**src/rtl/apb_req_arbiter.sv**
```systemverilog
// apb_req_arbiter: round-robin arbiter that shares one APB master port
// between NUM_REQ requesters. It runs each granted request through the
// SETUP and ACCESS phases and returns a done pulse, read data and the
// error status to the winner. All outputs are registered.
// Optional build macro: ARB_TIMEOUT_EN. When it is defined, an ACCESS
// phase that waits TIMEOUT_CYC cycles for pready is aborted with slverr=1.
module apb_req_arbiter #(
  parameter int NUM_REQ     = 2,
  parameter int TIMEOUT_CYC = 16
) (
  input  logic                   hclk,
  input  logic                   hreset,
  input  logic [NUM_REQ-1:0]     req,
  input  logic [NUM_REQ-1:0]     req_write,
  input  logic [NUM_REQ*32-1:0]  req_addr,
  input  logic [NUM_REQ*32-1:0]  req_wdata,
  input  logic [NUM_REQ*3-1:0]   req_sel,
  output logic [NUM_REQ-1:0]     done,
  output logic [31:0]            rdata,
  output logic                   slverr,
  output logic                   busy,
  output logic [2:0]             psel,
  output logic                   penable,
  output logic                   pwrite,
  output logic [31:0]            paddr,
  output logic [31:0]            pwdata,
  input  logic [31:0]            prdata,
  input  logic                   pready,
  input  logic                   pslverr
);

  localparam int IDX_W = (NUM_REQ > 1) ? $clog2(NUM_REQ) : 1;

  typedef enum logic [1:0] {
    ST_IDLE   = 2'd0,
    ST_SETUP  = 2'd1,
    ST_ACCESS = 2'd2
  } state_e;

  state_e               state_q, state_d;
  logic [IDX_W-1:0]     last_q, last_d;
  logic [IDX_W-1:0]     grant_q, grant_d;
  logic [2:0]           psel_q, psel_d;
  logic                 penable_q, penable_d;
  logic                 pwrite_q, pwrite_d;
  logic [31:0]          paddr_q, paddr_d;
  logic [31:0]          pwdata_q, pwdata_d;
  logic [31:0]          rdata_q, rdata_d;
  logic                 slverr_q, slverr_d;
  logic [NUM_REQ-1:0]   done_q, done_d;
  logic                 busy_q, busy_d;

`ifdef ARB_TIMEOUT_EN
  localparam int CNT_W = $clog2(TIMEOUT_CYC + 1);
  logic [CNT_W-1:0]     wait_cnt_q, wait_cnt_d;
`endif

  // A requester whose done is pulsing is masked so it cannot win twice in a row.
  logic [NUM_REQ-1:0]   eligible;
  logic                 grant_found;
  logic [IDX_W-1:0]     grant_idx;
  int                   cand;

  assign eligible = req & ~done_q;

  // Round-robin search: first eligible index above last, wrapping around.
  always_comb begin
    // NOTE: every variable written here gets a default first so no latch is inferred.
    grant_found = 1'b0;
    grant_idx   = '0;
    cand        = 0;
    for (int k = 1; k <= NUM_REQ; k++) begin
      cand = (int'(last_q) + k) % NUM_REQ;
      if (!grant_found && eligible[IDX_W'(cand)]) begin
        grant_found = 1'b1;
        grant_idx   = IDX_W'(cand);
      end
    end
  end

  // Next-state and registered-output logic for the IDLE/SETUP/ACCESS sequencer.
  always_comb begin
    state_d   = state_q;
    last_d    = last_q;
    grant_d   = grant_q;
    psel_d    = psel_q;
    penable_d = penable_q;
    pwrite_d  = pwrite_q;
    paddr_d   = paddr_q;
    pwdata_d  = pwdata_q;
    rdata_d   = rdata_q;
    slverr_d  = slverr_q;
    busy_d    = busy_q;
    done_d    = '0;
`ifdef ARB_TIMEOUT_EN
    wait_cnt_d = wait_cnt_q;
`endif

    unique case (state_q)
      ST_IDLE: begin
        psel_d    = 3'b000;
        penable_d = 1'b0;
        if (grant_found) begin
          grant_d  = grant_idx;
          psel_d   = req_sel[3*grant_idx +: 3];
          pwrite_d = req_write[grant_idx];
          paddr_d  = req_addr[32*grant_idx +: 32];
          pwdata_d = req_wdata[32*grant_idx +: 32];
          busy_d   = 1'b1;
          state_d  = ST_SETUP;
        end
      end

      ST_SETUP: begin
        penable_d = 1'b1;
        state_d   = ST_ACCESS;
`ifdef ARB_TIMEOUT_EN
        wait_cnt_d = '0;
`endif
      end

      ST_ACCESS: begin
        if (pready) begin
          psel_d          = 3'b000;
          penable_d       = 1'b0;
          busy_d          = 1'b0;
          done_d[grant_q] = 1'b1;
          slverr_d        = pslverr;
          if (!pwrite_q) begin
            rdata_d = prdata;
          end
          last_d  = grant_q;
          state_d = ST_IDLE;
        end
`ifdef ARB_TIMEOUT_EN
        else if (wait_cnt_q == CNT_W'(TIMEOUT_CYC - 1)) begin
          // The slave never answered: close the transfer with an error.
          psel_d          = 3'b000;
          penable_d       = 1'b0;
          busy_d          = 1'b0;
          done_d[grant_q] = 1'b1;
          slverr_d        = 1'b1;
          rdata_d         = '0;
          last_d          = grant_q;
          state_d         = ST_IDLE;
        end else begin
          wait_cnt_d = wait_cnt_q + 1'b1;
        end
`endif
      end

      default: begin
        state_d = ST_IDLE;
      end
    endcase
  end

  // State and output registers; reset aborts any transfer in flight.
  always_ff @(posedge hclk or posedge hreset) begin
    if (hreset) begin
      state_q   <= ST_IDLE;
      last_q    <= IDX_W'(NUM_REQ - 1);
      grant_q   <= '0;
      psel_q    <= 3'b000;
      penable_q <= 1'b0;
      pwrite_q  <= 1'b0;
      paddr_q   <= '0;
      pwdata_q  <= '0;
      rdata_q   <= '0;
      slverr_q  <= 1'b0;
      done_q    <= '0;
      busy_q    <= 1'b0;
`ifdef ARB_TIMEOUT_EN
      wait_cnt_q <= '0;
`endif
    end else begin
      // NOTE: non-blocking assignments so every register samples pre-edge values.
      state_q   <= state_d;
      last_q    <= last_d;
      grant_q   <= grant_d;
      psel_q    <= psel_d;
      penable_q <= penable_d;
      pwrite_q  <= pwrite_d;
      paddr_q   <= paddr_d;
      pwdata_q  <= pwdata_d;
      rdata_q   <= rdata_d;
      slverr_q  <= slverr_d;
      done_q    <= done_d;
      busy_q    <= busy_d;
`ifdef ARB_TIMEOUT_EN
      wait_cnt_q <= wait_cnt_d;
`endif
    end
  end

  assign done    = done_q;
  assign rdata   = rdata_q;
  assign slverr  = slverr_q;
  assign busy    = busy_q;
  assign psel    = psel_q;
  assign penable = penable_q;
  assign pwrite  = pwrite_q;
  assign paddr   = paddr_q;
  assign pwdata  = pwdata_q;

endmodule

```
**config.mk**
```make
export PLATFORM = sky130hd
export DESIGN_NAME = apb_req_arbiter
export DESIGN_NICKNAME = d
export VERILOG_FILES = /design/src/rtl/apb_req_arbiter.sv
export SDC_FILE = /design/constraint.sdc
export NUM_CORES = 1
export LEC_CHECK = 0
export CORE_AREA = 2 2 107 109
export DETAILED_ROUTE_END_ITERATION = 6
export DIE_AREA = 0 0 109 111
export DONT_BUFFER_PORTS = 1
export HOLD_SLACK_MARGIN = 0.08
export SLEW_MARGIN = 10
export SYNTH_ARGS = -nofsm -noshare
export SYNTH_HDL_FRONTEND = slang
export SYNTH_SLANG_ARGS = --single-unit
```
**constraint.sdc**
```tcl
create_clock -name hclk -period 7.75 [get_ports hclk]
set_input_delay 0.775 -clock hclk [delete_from_list [all_inputs] [get_ports hclk]]
set_output_delay 0.775 -clock hclk [all_outputs]
set_load 0.02 [all_outputs]
```
==> results.py <==
metrics = {
    "run_status": {
        "outcome": "complete, no violations",
    },
    "worst_hold_path": {
        "hold_class": "primary input to async pin",
    },
    "synthesis": {
        "synth_fp_nets": 559,
        "synthCells": 385,
        "count_of_warnings_emitted_by_yosys": 0,
        "postSynthAreaPerCell_sq_um": 12.6,
        "yosys.cell_count.top_type": "dfrtp_1",
        "yosys_register_bits": 109,
        "yosysTopAreaCellShare_pct": 55.8,
        "yosys.area.top_type": "dfrtp_1",
        "post_synth_main_area_contributors": "dfrtp_1, mux2i_1, mux2_4, a21oi_1, nor2_1",
        "synth-main-ff-cell": "dfrtp_1",
        "synth_top_cells_by_count": "dfrtp_1, nor2_1, mux2i_1, a21oi_1, mux2_4",
        "synth-seq-area-share_pct": 56.4,
        "post_synth_instance_area_sq_um": 4840,
        "synth-async-reset-ratio_pct": 100,
        "synth_edf_count": 0,
        "synth.distinct_cells": 21,
    },
    "worst_setup_path": {
        "rr_startpoint": "last_q$_DFFE_PP1P_",
        "cp_max_fo": 70,
        "startpoint_type": "flip-flop",
        "cp_data_arrival_time_ns": 2.27,
        "crit_path_end_kind": "flip-flop",
        "cp-startpoint": "last_q$_DFFE_PP1P_",
        "required_ns": 7.98,
        "timing_worst_setup_path_type": "flip-flop to flip-flop",
    },
    "floorplanning": {
        "coreArea_sq_um": 11100,
        "initial_utilization_pct": 43.7,
        "floorplan.rows": 39,
        "die_width_um": 109,
        "floorplan.die.height_um": 111,
        "floorplan.die_area_sq_um": 12100,
        "pin_count": 279,
    },
    "detailed_routing": {
        "routed-via-count": 2824,
        "post_drt_wl_per_cell_um": 19.1,
        "drt-initial-drc-count": 137,
        "vias_per_cell": 5.42,
        "postRouteAntennaNets": 0,
        "drt-total-wl_um": 9940,
        "drtPass1Iterations": 4,
        "route.detailed.drc": 0,
    },
    "cts": {
        "numClockSinks": 109,
        "cts_setup_buffers": 0,
        "clk-insertion-delay-late_ns": 0.34,
        "post_cts_resized": 0,
        "clock_tree_from_tritoncts": "yes",
        "ctsLongestPathBuffers": 2,
        "cts-htree-levels": 3,
        "path_clk_slew_ns": 0.07,
        "cts_hold_buffers": 0,
        "cts_root_buffer": "clkbuf_16",
        "cts-buffers-inserted": 9,
    },
    "pwr": {
        "total_power_w": 0.00254,
        "irDropWorstVdd_mv": 0.228,
        "pwr_per_cell_area_nw_per_um2": 493,
        "power.static_leakage_nw": 2.27,
    },
    "global_route": {
        "grt_use_met2_pct": 27.2,
        "maximum_number_of_pins_on_one_net_before_global_route_repair": 96,
        "grt_usage_pct": 16.3,
        "globalRouteMet1Util_pct": 18.3,
        "globalRouteMet3Util_pct": 7.00,
        "antenna_found_initial": 0,
        "global_route_wire_length_before_repair_um": 14900,
        "grt.busiest_layer": "met2",
        "vias_in_the_first_global_route": 2769,
        "globalRoute.totalOverflow": 0,
    },
    "sta": {
        "max_clock_freq_mhz": 490,
        "unrepaired_setup_endpoints_after_global_routing": "no",
        "post-route-period-util_pct": 26.3,
        "hold_ws_ns": 0.416,
        "timing.clock.skew_ns": 0.00481,
        "min_period_ns": 2.04,
        "final.setup.tns_ns": 0,
        "slew_violations": 0,
        "hold_violation_total_from_the_final_report": 0,
        "worst-slew-pin-transition_ns": 0.977,
        "final-setup-viol-count": 0,
        "slew_headroom_pct": 34.9,
    },
    "layout": {
        "antenna_cells_inserted": 0,
        "filler_cell_count": 984,
        "area_delta_synth_final_pct": 6.51,
        "drive_gt1_share_pct": 17.2,
        "layout.nets": 547,
        "layoutNonFillerInstCount": 521,
    },
    "place": {
        "hpwlAfterDp_um": 7250,
        "portBuffers": 0,
        "number_of_placed_instances_taps_included": 505,
        "gp_routability_congestion": 0.736,
    },
    "job": {
        "max_cap_violations": 0,
    },
}
==> report_power, final <==
| part | internal (W) | total [W] | switching [W] |
|---|---|---|---|
| Sequential | 0.000846 | 0.00147 | 0.000623 |
| Combinational | 0.000331 | 0.000579 | 0.000248 |
| Clock | 0.000300 | 0.000492 | 0.000193 |
| Total | 0.00148 | 0.00254 | 0.00106 |
==> cells by family after synthesis <==
kind of cell,share of synthesized area [%]
simple gates,6.85
compound gates,8.45
mux,23.6
buf+inv,4.76
flops,56.4
==> path summary, 6_finish.rpt <==
path                                    endpoint  slack, ns  cells after the start
setup / recovery             psel[0]$_DFFE_PP0P_       5.71                      2
hold / removal             rdata[23]$_DFFE_PP0P_       0.42                      1
setup reg to reg             psel[0]$_DFFE_PP0P_       5.71                      2
hold reg to reg                done[0]$_DFF_PP0_       0.45                      1
max in group asynchronous  paddr[10]$_DFFE_PP0P_       6.23                      2
min in group hclk              done[0]$_DFF_PP0_       0.45                      1
==> through the flow <==
stage	instance area, sq um	util, %	worst slack (ns)
detailed placement	4830	43.6	5.67
global placement	4830	43.6	5.75
floorplan	4840	-	4.10
CTS	5160	46.5	5.69
finish	5160	46.5	5.71
global route	5160	46.5	5.62
==> per-layer routing <==
| metal | wire, um | vias to the layer above |
|---|---|---|
| li1 | - | 1304 |
| met1 | 3570 | 1341 |
| met2 | 5130 | 160 |
| met3 | 1020 | 19 |
| met4 | 211 | 0 |
| met5 | 0 | - |
==> critical path, stage by stage (launching register included) <==
cell	delay [ns]
dfstp_4	1.27
mux2_2	0.42
a22o_1	0.20
==> layout by cell type (no fill, tap or decap) <==
master and instances:
clkbuf_16 9, mux2i_1 66, nor2_1 68, mux2_1 2
a21oi_2 8, inv_1 2, nand2b_1 2, clkinv_2 2
inv_4 1, mux2_2 14, dfstp_4 1, mux2_4 20
nand3b_4 1, bufinv_16 2, a21boi_0 1, nor2_8 1
dfrtp_1 108, clkbuf_1 1, nor4b_4 1, buf_4 3
a21oi_1 58, a21o_1 2, clkbuf_8 2, a22o_1 3
==> state kept, by name (all words and copies together), names as in the netlist, 2 cells and up <==
name	count
paddr	32
pwdata	32
rdata	32
psel	3
done	2
state_q	2
==> layout make-up <==
cell class	count	area (sq um)	share of cell area [%]
sequential	109	2730	53.0
clock buffer	12	256	4.97
multi-input combinational	247	1880	36.5
timing repair buffer	3	22.5	0.437
inverter	3	13.8	0.267
tap	143	179	3.47
clock inverter	4	70.1	1.36
Power figures use the tool's default switching activity.
